===== src/rtl/vga_rect_pkg.sv =====
// vga_rect_pkg: shared states, register map, field positions and pixel-word packing for the rectangle filler
package vga_rect_pkg;
  typedef enum logic [1:0] {IDLE, SETUP, DRAW, DONE} state_e;
  localparam logic [2:0] REG_ORIGIN = 3'd0;
  localparam logic [2:0] REG_SIZE = 3'd1;
  localparam logic [2:0] REG_COLOUR = 3'd2;
  localparam logic [2:0] REG_CTRL = 3'd3;
  localparam int X_LSB = 16;
  localparam int Y_LSB = 24;
  localparam int CTRL_START = 0;
  localparam int CTRL_CLR = 1;
  localparam int CTRL_IRQ = 2;
  function automatic logic [31:0] pack_pixel(input logic [7:0] x, input logic [6:0] y, input logic [7:0] brightness);
    return {1'b0, y, x, 8'h00, brightness};
  endfunction
endpackage


===== src/rtl/vga_rect_scanner.sv =====
// vga_rect_scanner: row-major x/y raster counter over [x0,x_end) x [y0,y_end)
// Ports: clk, reset_n (async active-low); load_i latches x0_i/y0_i/x_end_i/y_end_i;
// advance_i steps one pixel; x_o/y_o current pixel; last_o high on the final pixel.
module vga_rect_scanner (
  input  logic       clk,
  input  logic       reset_n,
  input  logic       load_i,
  input  logic [7:0] x0_i,
  input  logic [6:0] y0_i,
  input  logic [8:0] x_end_i,
  input  logic [7:0] y_end_i,
  input  logic       advance_i,
  output logic [7:0] x_o,
  output logic [6:0] y_o,
  output logic       last_o
);
  logic [7:0] x_q, x_d, x0_q, x0_d;
  logic [6:0] y_q, y_d;
  logic [8:0] x_end_q, x_end_d;
  logic [7:0] y_end_q, y_end_d;
  logic       x_wrap;
  assign x_wrap = ({1'b0, x_q} + 9'd1) == x_end_q;
  assign last_o = x_wrap && (({1'b0, y_q} + 8'd1) == y_end_q);
  assign x_o = x_q;
  assign y_o = y_q;
  always_comb begin
    x0_d = load_i ? x0_i : x0_q;
    x_end_d = load_i ? x_end_i : x_end_q;
    y_end_d = load_i ? y_end_i : y_end_q;
    x_d = load_i ? x0_i : advance_i ? (x_wrap ? x0_q : x_q + 8'd1) : x_q;
    y_d = load_i ? y0_i : (advance_i && x_wrap) ? y_q + 7'd1 : y_q;
  end
  always_ff @(posedge clk or negedge reset_n) begin
    if (!reset_n) begin
      x_q <= '0;
      y_q <= '0;
      x0_q <= '0;
      x_end_q <= '0;
      y_end_q <= '0;
    end else begin
      x_q <= x_d;
      y_q <= y_d;
      x0_q <= x0_d;
      x_end_q <= x_end_d;
      y_end_q <= y_end_d;
    end
  end
endmodule


===== src/rtl/vga_rect_filler.sv =====
// vga_rect_filler: Avalon-MM programmed rectangle fill engine issuing clipped pixel-plot writes
// Slave: address/read/readdata (zero latency)/write/writedata. Master: m_address (0),
// m_write, m_writedata, m_waitrequest. Optional irq output when VGA_RECT_FILLER_IRQ_EN is defined.
module vga_rect_filler
  import vga_rect_pkg::*;
#(
  parameter int SCREEN_W = 160,
  parameter int SCREEN_H = 120
) (
  input  logic        clk,
  input  logic        reset_n,
  input  logic [2:0]  address,
  input  logic        read,
  output logic [31:0] readdata,
  input  logic        write,
  input  logic [31:0] writedata,
  output logic [3:0]  m_address,
  output logic        m_write,
  output logic [31:0] m_writedata,
  input  logic        m_waitrequest
`ifdef VGA_RECT_FILLER_IRQ_EN
  ,
  output logic        irq
`endif
);
  state_e     state_q, state_d;
  logic [7:0] x0_q, x0_d, w_q, w_d, bright_q, bright_d;
  logic [6:0] y0_q, y0_d, h_q, h_d;
  logic [7:0] sx0_q, sx0_d, sw_q, sw_d, sb_q, sb_d;
  logic [6:0] sy0_q, sy0_d, sh_q, sh_d;
  logic       done_q, done_d;
  logic       wr_ctrl, start, clr, busy, empty, load, adv, last, irq_en;
  logic [8:0] x_sum, x_end;
  logic [7:0] y_sum, y_end;
  logic [7:0] x;
  logic [6:0] y;
  logic       unused;
  assign wr_ctrl = write && address == REG_CTRL;
  assign start = wr_ctrl && writedata[CTRL_START] && state_q == IDLE;
  assign clr = wr_ctrl && writedata[CTRL_CLR];
  assign busy = state_q != IDLE;
  // Clip bounds come from the snapshot, so they stay valid through SETUP regardless of CPU writes.
  assign x_sum = {1'b0, sx0_q} + {1'b0, sw_q};
  assign y_sum = {1'b0, sy0_q} + {1'b0, sh_q};
  assign x_end = x_sum > 9'(SCREEN_W) ? 9'(SCREEN_W) : x_sum;
  assign y_end = y_sum > 8'(SCREEN_H) ? 8'(SCREEN_H) : y_sum;
  assign empty = sw_q == '0 || sh_q == '0 || {1'b0, sx0_q} >= 9'(SCREEN_W) || {1'b0, sy0_q} >= 8'(SCREEN_H);
  assign load = state_q == SETUP && !empty;
  assign adv = state_q == DRAW && !m_waitrequest;
  assign m_address = 4'd0;
  assign m_write = state_q == DRAW;
  assign m_writedata = m_write ? pack_pixel(x, y, sb_q) : '0;
  always_comb begin
    state_d = state_q;
    case (state_q)
      IDLE: state_d = start ? SETUP : IDLE;
      SETUP: state_d = empty ? DONE : DRAW;
      DRAW: state_d = (adv && last) ? DONE : DRAW;
      default: state_d = IDLE;
    endcase
  end
  always_comb begin
    {y0_d, x0_d} = (write && address == REG_ORIGIN) ? {writedata[Y_LSB +: 7], writedata[X_LSB +: 8]} : {y0_q, x0_q};
    {h_d, w_d} = (write && address == REG_SIZE) ? {writedata[Y_LSB +: 7], writedata[X_LSB +: 8]} : {h_q, w_q};
    bright_d = (write && address == REG_COLOUR) ? writedata[7:0] : bright_q;
    {sy0_d, sx0_d, sh_d, sw_d, sb_d} = start ? {y0_q, x0_q, h_q, w_q, bright_q} : {sy0_q, sx0_q, sh_q, sw_q, sb_q};
    done_d = state_q == DONE || (done_q && !clr);
  end
  always_comb begin
    readdata = '0;
    if (read) begin
      case (address)
        REG_ORIGIN: readdata = {1'b0, y0_q, x0_q, 16'h0000};
        REG_SIZE: readdata = {1'b0, h_q, w_q, 16'h0000};
        REG_COLOUR: readdata = {24'h0, bright_q};
        REG_CTRL: readdata = {29'h0, irq_en, done_q, busy};
        default: readdata = '0;
      endcase
    end
  end
  always_ff @(posedge clk or negedge reset_n) begin
    if (!reset_n) begin
      state_q <= IDLE;
      {x0_q, y0_q, w_q, h_q, bright_q} <= '0;
      {sx0_q, sy0_q, sw_q, sh_q, sb_q} <= '0;
      done_q <= 1'b0;
    end else begin
      state_q <= state_d;
      {x0_q, y0_q, w_q, h_q, bright_q} <= {x0_d, y0_d, w_d, h_d, bright_d};
      {sx0_q, sy0_q, sw_q, sh_q, sb_q} <= {sx0_d, sy0_d, sw_d, sh_d, sb_d};
      done_q <= done_d;
    end
  end
`ifdef VGA_RECT_FILLER_IRQ_EN
  logic irq_en_q, irq_en_d, irq_q;
  assign irq_en_d = wr_ctrl ? writedata[CTRL_IRQ] : irq_en_q;
  assign irq_en = irq_en_q;
  assign irq = irq_q;
  // Built from next-state values so irq falls together with done after a clear.
  always_ff @(posedge clk or negedge reset_n) begin
    if (!reset_n) begin
      irq_en_q <= 1'b0;
      irq_q <= 1'b0;
    end else begin
      irq_en_q <= irq_en_d;
      irq_q <= done_d && irq_en_d;
    end
  end
  assign unused = ^{writedata[31], writedata[15:8]};
`else
  assign irq_en = 1'b0;
  assign unused = ^{writedata[31], writedata[15:8], writedata[CTRL_IRQ]};
`endif
  vga_rect_scanner u_scan (
    .clk      (clk),
    .reset_n  (reset_n),
    .load_i   (load),
    .x0_i     (sx0_q),
    .y0_i     (sy0_q),
    .x_end_i  (x_end),
    .y_end_i  (y_end),
    .advance_i(adv),
    .x_o      (x),
    .y_o      (y),
    .last_o   (last)
  );
endmodule

===== config.mk =====
export PLATFORM = sky130hd
export DESIGN_NAME = vga_rect_filler
export DESIGN_NICKNAME = d
export VERILOG_FILES = /design/src/rtl/vga_rect_pkg.sv /design/src/rtl/vga_rect_scanner.sv /design/src/rtl/vga_rect_filler.sv
export SDC_FILE = /design/constraint.sdc
export NUM_CORES = 1
export LEC_CHECK = 0
export ABC_AREA = 1
export BUFFER_PORTS_ARGS = -buffer_cell sky130_fd_sc_hd__buf_2
export CAP_MARGIN = 20
export CORE_AREA = 2 2 113 115
export CTS_CLUSTER_DIAMETER = 120
export DETAILED_ROUTE_END_ITERATION = 16
export DIE_AREA = 0 0 115 117
export HOLD_SLACK_MARGIN = 0.06
export MAX_ROUTING_LAYER = met4
export PLACE_DENSITY_LB_ADDON = 0.05
export RECOVER_POWER = 50
export SYNTH_ARGS = -nofsm -noshare
export SYNTH_HDL_FRONTEND = slang
export SYNTH_SLANG_ARGS = --single-unit

===== constraint.sdc =====
create_clock -name clk -period 2.3 [get_ports clk]
set_clock_uncertainty 0.05 [all_clocks]
set_input_delay 0.345 -clock clk [delete_from_list [all_inputs] [get_ports clk]]
set_output_delay 0.345 -clock clk [all_outputs]
set_load 0.1 [all_outputs]

==> flow_summary.toml, run 1 <==
[floorplan]
die_area_um2 = 13460
start_util_pct = 55.69
rows = 41
design.core.area_um2 = 12310
io_pins = 109
die_h_um = 117
die_w_um = 115

[routing]
m1WireLength_um = 7333
routed.top_layer = "met4"
via_per_inst = 5.257
first_pass_iters = 5
drc_errors = 0
vias = 5988
drtAntennaViolNets = 0
wirelength_um = 15510
dr_wl_met3_um = 756
drtIter0Drc = 347
wl_per_cell_um = 13.61
wl_met2_um = 7228

[logic_synthesis]
avgSynthCellArea_um2 = 7.687
ys_seq_area_share_pct = 43.43
async_flop_share_pct = 100.0
yosys_warnings = 0
ys_seq_elements = 119
ys_types = 43
synth-main-ff-cell = "dfrtp_1"
synth_edf_count = 0
netlist_instances = 892
syn_area_um2 = 6857

[grt]
grt_max_degree = 74
antenna_found_initial = 0
grt_pass1_wl_um = 25610
grt_pass1_vias = 5488
grt.overflow.total = 0
gr-usage-all-layers_pct = 24.94

[placement]
gp_congestion = 0.8758
placed_cells = 1105
portBuffers = 77
dp_hpwl_um = 11370

[setup_path]
cp_cell_sequence = "inv_1 -> ha_4 -> buf_4 -> nand2_1 -> clkinvlp_4 -> buf_12"
required_ns = 1.90
worstPathMaxFanout = 13
cp-end-kind = "output pin"
crit_family = "buffers and inverters"
cp-start-kind = "register"
critical_path_class = "reg -> out"
max_stage_delay_ns = 0.42
cpMaxStageDelayCell = "dfrtp_1"
cp_num_buf_inv = 4
cp_data_arrival_time_ns = 1.78

[clocking]
clk_pin_slew_ns = 0.05
insertion_delay_ns = 0.42
cts_tree = "done"
clock_path_buffers = 2
numClockSinks = 119
cts_buffers = 17
htree_levels = 4
cts-root-buf = "clkbuf_16"

[power_and_ir_drop]
p_per_area_nw_per_um2 = 1329
p_int_mw = 6.361
clkPwrFrac_pct = 21.1
total_power_mw = 11.57
p_comb_share_pct = 49.8
power_leakage_nw = 4.350
p_seq_share_pct = 29.1
netSwitchingFraction_pct = 45.00
power_switching_mw = 5.205
vdd_ir_drop_max_mv = 0.6137

[final_layout]
drive_gt1_share_pct = 20.73
ff_latch_area_um2 = 2978
num_antenna_cells = 0
post-route-util_pct = 70.71
syn2layout_area_growth_pct = 26.97
final_common_cell = "nand2_1"
fillers = 979
final_cell_count_no_fill = 1139
mostFrequentLayoutCells = "248 x nand2_1, 119 x dfrtp_1, 110 x inv_1"
multiInputGateArea_um2 = 3274
finalNetCount = 1043

[sta]
hold_violations = 0
min_period_over_period_pct = 94.73
setup_viol = 0
max_freq_mhz = 459.0
slew-limit-headroom_pct = 23.85
fin_crit_ns = 2.179
slew_viol_final = 0
rsz0062_at_grt = "false"
tightest_slew_ns = 1.142

[outcome]
outcome = "complete, no violations"

[run]
drv_cap = 0

[hold_path]
holdCritPathClass = "in -> reg"
## power by group through the flow
stage          clock (mW)  combinational, mW  sequential [mW]
2_1_floorplan           0               4.28             3.19
3_3_place_gp            0               5.49             3.34
3_5_place_dp            0               5.62             3.37
4_1_cts              2.48               5.68             3.35
5_1_grt              2.59               6.36             3.44
6_report             2.45               5.76             3.36
## state kept, by name (all words and copies together) (netlist names)
register,count
sh_q,7
h_q,7
y0_q,7
sx0_q,8
u_scan.y_end_q,8
w_q,8
bright_q,8
u_scan.x0_q,8
u_scan.y_o,7
state_q,2
x0_q,8
u_scan.x_o,8
sw_q,8
done_q,1
sy0_q,7
u_scan.x_end_q,9
sb_q,8
## worst register-to-register path: stages, from the launching register on
cell and delay [ns]:
dfrtp_1 0.39, ha_1 0.19, inv_1 0.06, fa_1 0.39, inv_1 0.09, nand3_1 0.07
nand3_1 0.09, xor2_1 0.19, nor3_1 0.07, nand3_1 0.09, nand2_1 0.12, o21ai_1 0.16
inv_1 0.05
## synthesized netlist by cell type, types with 2 or more instances
cell	count	area share (%)
a21oi_1	48	3.5
a31oi_1	2	0.18
buf_2	5	0.36
buf_4	22	2.4
buf_6	2	0.33
clkbuf_1	21	1.1
dfrtp_1	119	43
fa_1	2	0.58
ha_1	22	4.0
inv_1	130	7.1
mux2_2	17	2.8
nand2_1	249	14
nand2_2	9	0.82
nand3_1	43	3.1
nand3_2	3	0.44
nand3b_1	3	0.33
nand4_1	7	0.64
nor2_1	50	2.7
nor2_2	2	0.18
nor2_4	3	0.49
nor3_1	6	0.44
nor4_1	3	0.27
o211ai_1	3	0.33
o21ai_0	72	5.3
o21ai_1	10	0.73
o21bai_1	4	0.44
o22ai_1	6	0.55
or2_0	2	0.18
xnor2_1	7	0.89
xor2_1	7	0.89
## path summary, 6_finish.rpt
check	from	end	slack [ns]	cells after the start
max	state_q[0]	m_writedata[24]	0.12	6
min	writedata[2]	bright_q[2]	0.13	3
max reg2reg	sy0_q[0]	u_scan.y_end_q[4]	0.18	12
min reg2reg	u_scan.x0_q[7]	u_scan.x0_q[7]	0.44	2
max in group asynchronous	reset_n	sw_q[4]	0.28	3
min in group asynchronous	reset_n	u_scan.y_o[5]	0.50	2
## area by class of cell
| class | instances | share of cell area (%) |
|---|---|---|
| tap | 150 | 2.156 |
| timing repair buffer | 97 | 13.25 |
| clock buffer | 19 | 4.973 |
| inverter | 132 | 6.554 |
| sequential | 119 | 34.21 |
| multi-input combinational | 612 | 37.61 |
| clock inverter | 10 | 1.250 |
## metal layers
layer | global-route usage [%] | up-vias
met5 | - | -
met2 | 38.59 | 178
met1 | 33.28 | 2830
met4 | 6.988 | 0
li1 | - | 2963
met3 | 5.819 | 17
## per-stage QoR
stage | instance area (um^2) | worst slack (ns) | hold WS [ns] | setup TNS [ns]
6_report | 8706 | 0.1213 | 0.1260 | 0
3_5_place_dp | 8130 | 0.1408 | 0.2618 | 0
3_3_place_gp | 8130 | 0.2194 | 0.2587 | 0
4_1_cts | 8695 | 0.06624 | 0.1217 | 0
2_1_floorplan | 7091 | -0.2863 | -0.0005911 | -1.361
5_1_grt | 8706 | 0.004007 | 0.1294 | 0
## cells by family (layout without fill, tap and decap cells)
logic type,after synthesis,after routing,share of synthesized area [%]
XOR/XNOR,14,14,1.788
multiplexers,17,17,2.792
adder cells (fa/ha/maj),24,24,4.599
buffers and inverters,182,258,11.48
other,1,22,0.05469
AND/OR/NAND/NOR,383,383,23.94
flip-flops,119,119,43.43
AO/OA/AOI/OAI,152,152,11.92
## what timing repair did
item / 4_1_cts / 5_1_grt
resized for setup: 2 / 11
setup buffers: 0 / 4
hold buffers: 1 / 0
endpoints found under the hold margin: 31 / 0
cloned: 0 / 0
setup endpoints to repair: 13 / 15
No activity file was read; power rests on OpenSTA's default activity.
==> run 2, diff against run 1 <==
--- a/config.mk
+++ b/config.mk
@@ -8,10 +8,10 @@
 export ABC_AREA = 1
 export BUFFER_PORTS_ARGS = -buffer_cell sky130_fd_sc_hd__buf_2
 export CAP_MARGIN = 20
-export CORE_AREA = 2 2 113 115
+export CORE_AREA = 2 2 134 136
 export CTS_CLUSTER_DIAMETER = 120
 export DETAILED_ROUTE_END_ITERATION = 16
-export DIE_AREA = 0 0 115 117
+export DIE_AREA = 0 0 136 138
 export HOLD_SLACK_MARGIN = 0.06
 export MAX_ROUTING_LAYER = met4
 export PLACE_DENSITY_LB_ADDON = 0.05
==> run 2 against run 1 <==
Setup slack better by 0.031 ns. Global-route usage is 6.3 points lower. Hold slack better by 0.0016 ns. Power is 1.5% higher. Largest power group unchanged. Maximum frequency is 1.4% higher. Non-clock buffer count is 1 higher. Combinational power is 0.9% lower. Cell count is 7.3% higher. Cell area is 2.1% higher. Clock power is 10% higher. First-iteration DRC count is 6.9% lower. Highest routed layer unchanged.
==> flow_summary.toml, run 2 (synthesized netlist as in run 1, its figures left out) <==
[sta]
hold_violations = 0
slew-limit-headroom_pct = 25.65
min_period_over_period_pct = 93.39
rsz0062_at_grt = "false"
tightest_slew_ns = 1.115
max_freq_mhz = 465.6
finalSetupTns_ns = 0
slew_viol_final = 0
setup_viol = 0
fin_crit_ns = 2.148

[final_layout]
final_common_cell = "nand2_1"
finalInstanceArea_um2 = 8889
largest_reg_flops = 9
regMostFlops = "u_scan.x_end_q"
drive_gt1_share_pct = 20.85
finalNetCount = 1044
final_cell_count_no_fill = 1222
multiInputGateArea_um2 = 3274
num_antenna_cells = 0
syn2layout_area_growth_pct = 29.63
fillers = 1744
post-route-util_pct = 50.69
mostFrequentLayoutCells = "248 x nand2_1, 119 x dfrtp_1, 110 x inv_1"
ff_latch_area_um2 = 2978

[routing]
drtIter0Drc = 323
drc_errors = 0
wl_per_cell_um = 12.92
drtAntennaViolNets = 0
via_per_inst = 4.670
first_pass_iters = 4
vias = 5707
wirelength_um = 15790

[setup_path]
worstSetupEndpoint = "m_writedata[19]"
crit-reg2reg-launch = "sh_q[0]"
cp_data_arrival_time_ns = 1.75
worstPathMaxFanout = 10
required_ns = 1.90
cp_cell_sequence = "inv_1 -> ha_4 -> buf_4 -> nand2_1 -> clkinvlp_4 -> buf_12"
cp-end-kind = "output pin"
cpMaxStageDelayCell = "dfrtp_1"
startpoint = "state_q[0]"
r2r_slack_ns = 0.23
worstRegToRegCells = 11
max_stage_delay_ns = 0.42
r2r-end = "u_scan.y_end_q[3]"
cp-start-kind = "register"
critical_path_class = "reg -> out"

[placement]
placed_cells = 1189
placed_area_um2 = 8292
dp_hpwl_um = 12020
portBuffers = 77
gp_congestion = 0.8420

[clocking]
clock_path_buffers = 2
cts-root-buf = "clkbuf_16"
clk_pin_slew_ns = 0.05
htree_levels = 4
insertion_delay_ns = 0.41
cts_buffers = 17
cts_tree = "done"
cts_setup_buffers = 0
numClockSinks = 119

[hold_path]
holdCritPathClass = "in -> reg"

[grt]
grt_pass1_vias = 5420
grt_pass1_wl_um = 27100
antenna_found_initial = 0
grt.overflow.total = 0
gr-usage-all-layers_pct = 18.65
grt_max_degree = 61

[power_and_ir_drop]
p_per_area_nw_per_um2 = 1321
vdd_ir_drop_max_mv = 0.9672
power_leakage_nw = 4.388

[floorplan]
die_h_um = 138
die_area_um2 = 18770
io_pins = 109
die_w_um = 136
start_util_pct = 39.10
design.core.area_um2 = 17530
rows = 49

[run]
drv_cap = 0

[outcome]
outcome = "complete, no violations"
-- run 2: per-stage QoR --
stage / hold slack (ns) / setup WS (ns) / power, mW
2_1_floorplan: -0.0005911 / -0.2863 / 7.468
3_3_place_gp: 0.2879 / 0.1916 / 8.992
3_5_place_dp: 0.2951 / 0.1744 / 9.058
4_1_cts: 0.1134 / 0.03694 / 11.82
5_1_grt: 0.1251 / 0.001993 / 12.64
6_report: 0.1276 / 0.1521 / 11.74
-- run 2: layout make-up --
class	instances	area share, %
clock inverters	8	1.351
well taps	229	3.224
repair buffers	98	13.25
inverters	132	6.419
flip-flops and latches	119	33.50
multi-input cells	612	36.84
clock buffers	24	5.419
-- run 2: per-layer routing --
metal,track usage (%),vias up,routed length [um]
met3,2.750,15,537
met4,5.757,0,218
met5,-,-,0
met2,25.97,114,6629
met1,27.92,2598,8400
li1,-,2980,-
-- run 2: critical path: cells and delay by family, from the launching register on --
kind	cells	cell delay (ns)
AND/OR/NAND/NOR	1	0.10
buffers and inverters	4	0.58
flip-flops	1	0.42
adder cells (fa/ha/maj)	1	0.23
-- run 2: worst min path at each step --
stage	slack, ns	start	cells past startpoint	endpoint
floorplan	-0.0006	reset_n	0	bright_q[0]
global placement	0.29	reset_n	1	u_scan.y_end_q[7]
detailed placement	0.30	reset_n	1	u_scan.y_end_q[7]
CTS	0.11	writedata[6]	3	bright_q[6]
finish	0.13	writedata[6]	3	bright_q[6]
global route	0.13	writedata[2]	3	bright_q[2]
-- run 2: timing repair --
item	in CTS	in global routing
endpoints found under the setup margin	1	15
hold buffers	1	0
resized for setup	1	10
hold endpoints to repair	32	0
pin swaps	0	0
-- run 2: where the power goes --
| group | internal (mW) | switching (mW) | total (mW) |
|---|---|---|---|
| registers | 2.77 | 0.554 | 3.33 |
| logic | 2.02 | 3.69 | 5.71 |
| clock network | 1.78 | 0.921 | 2.70 |
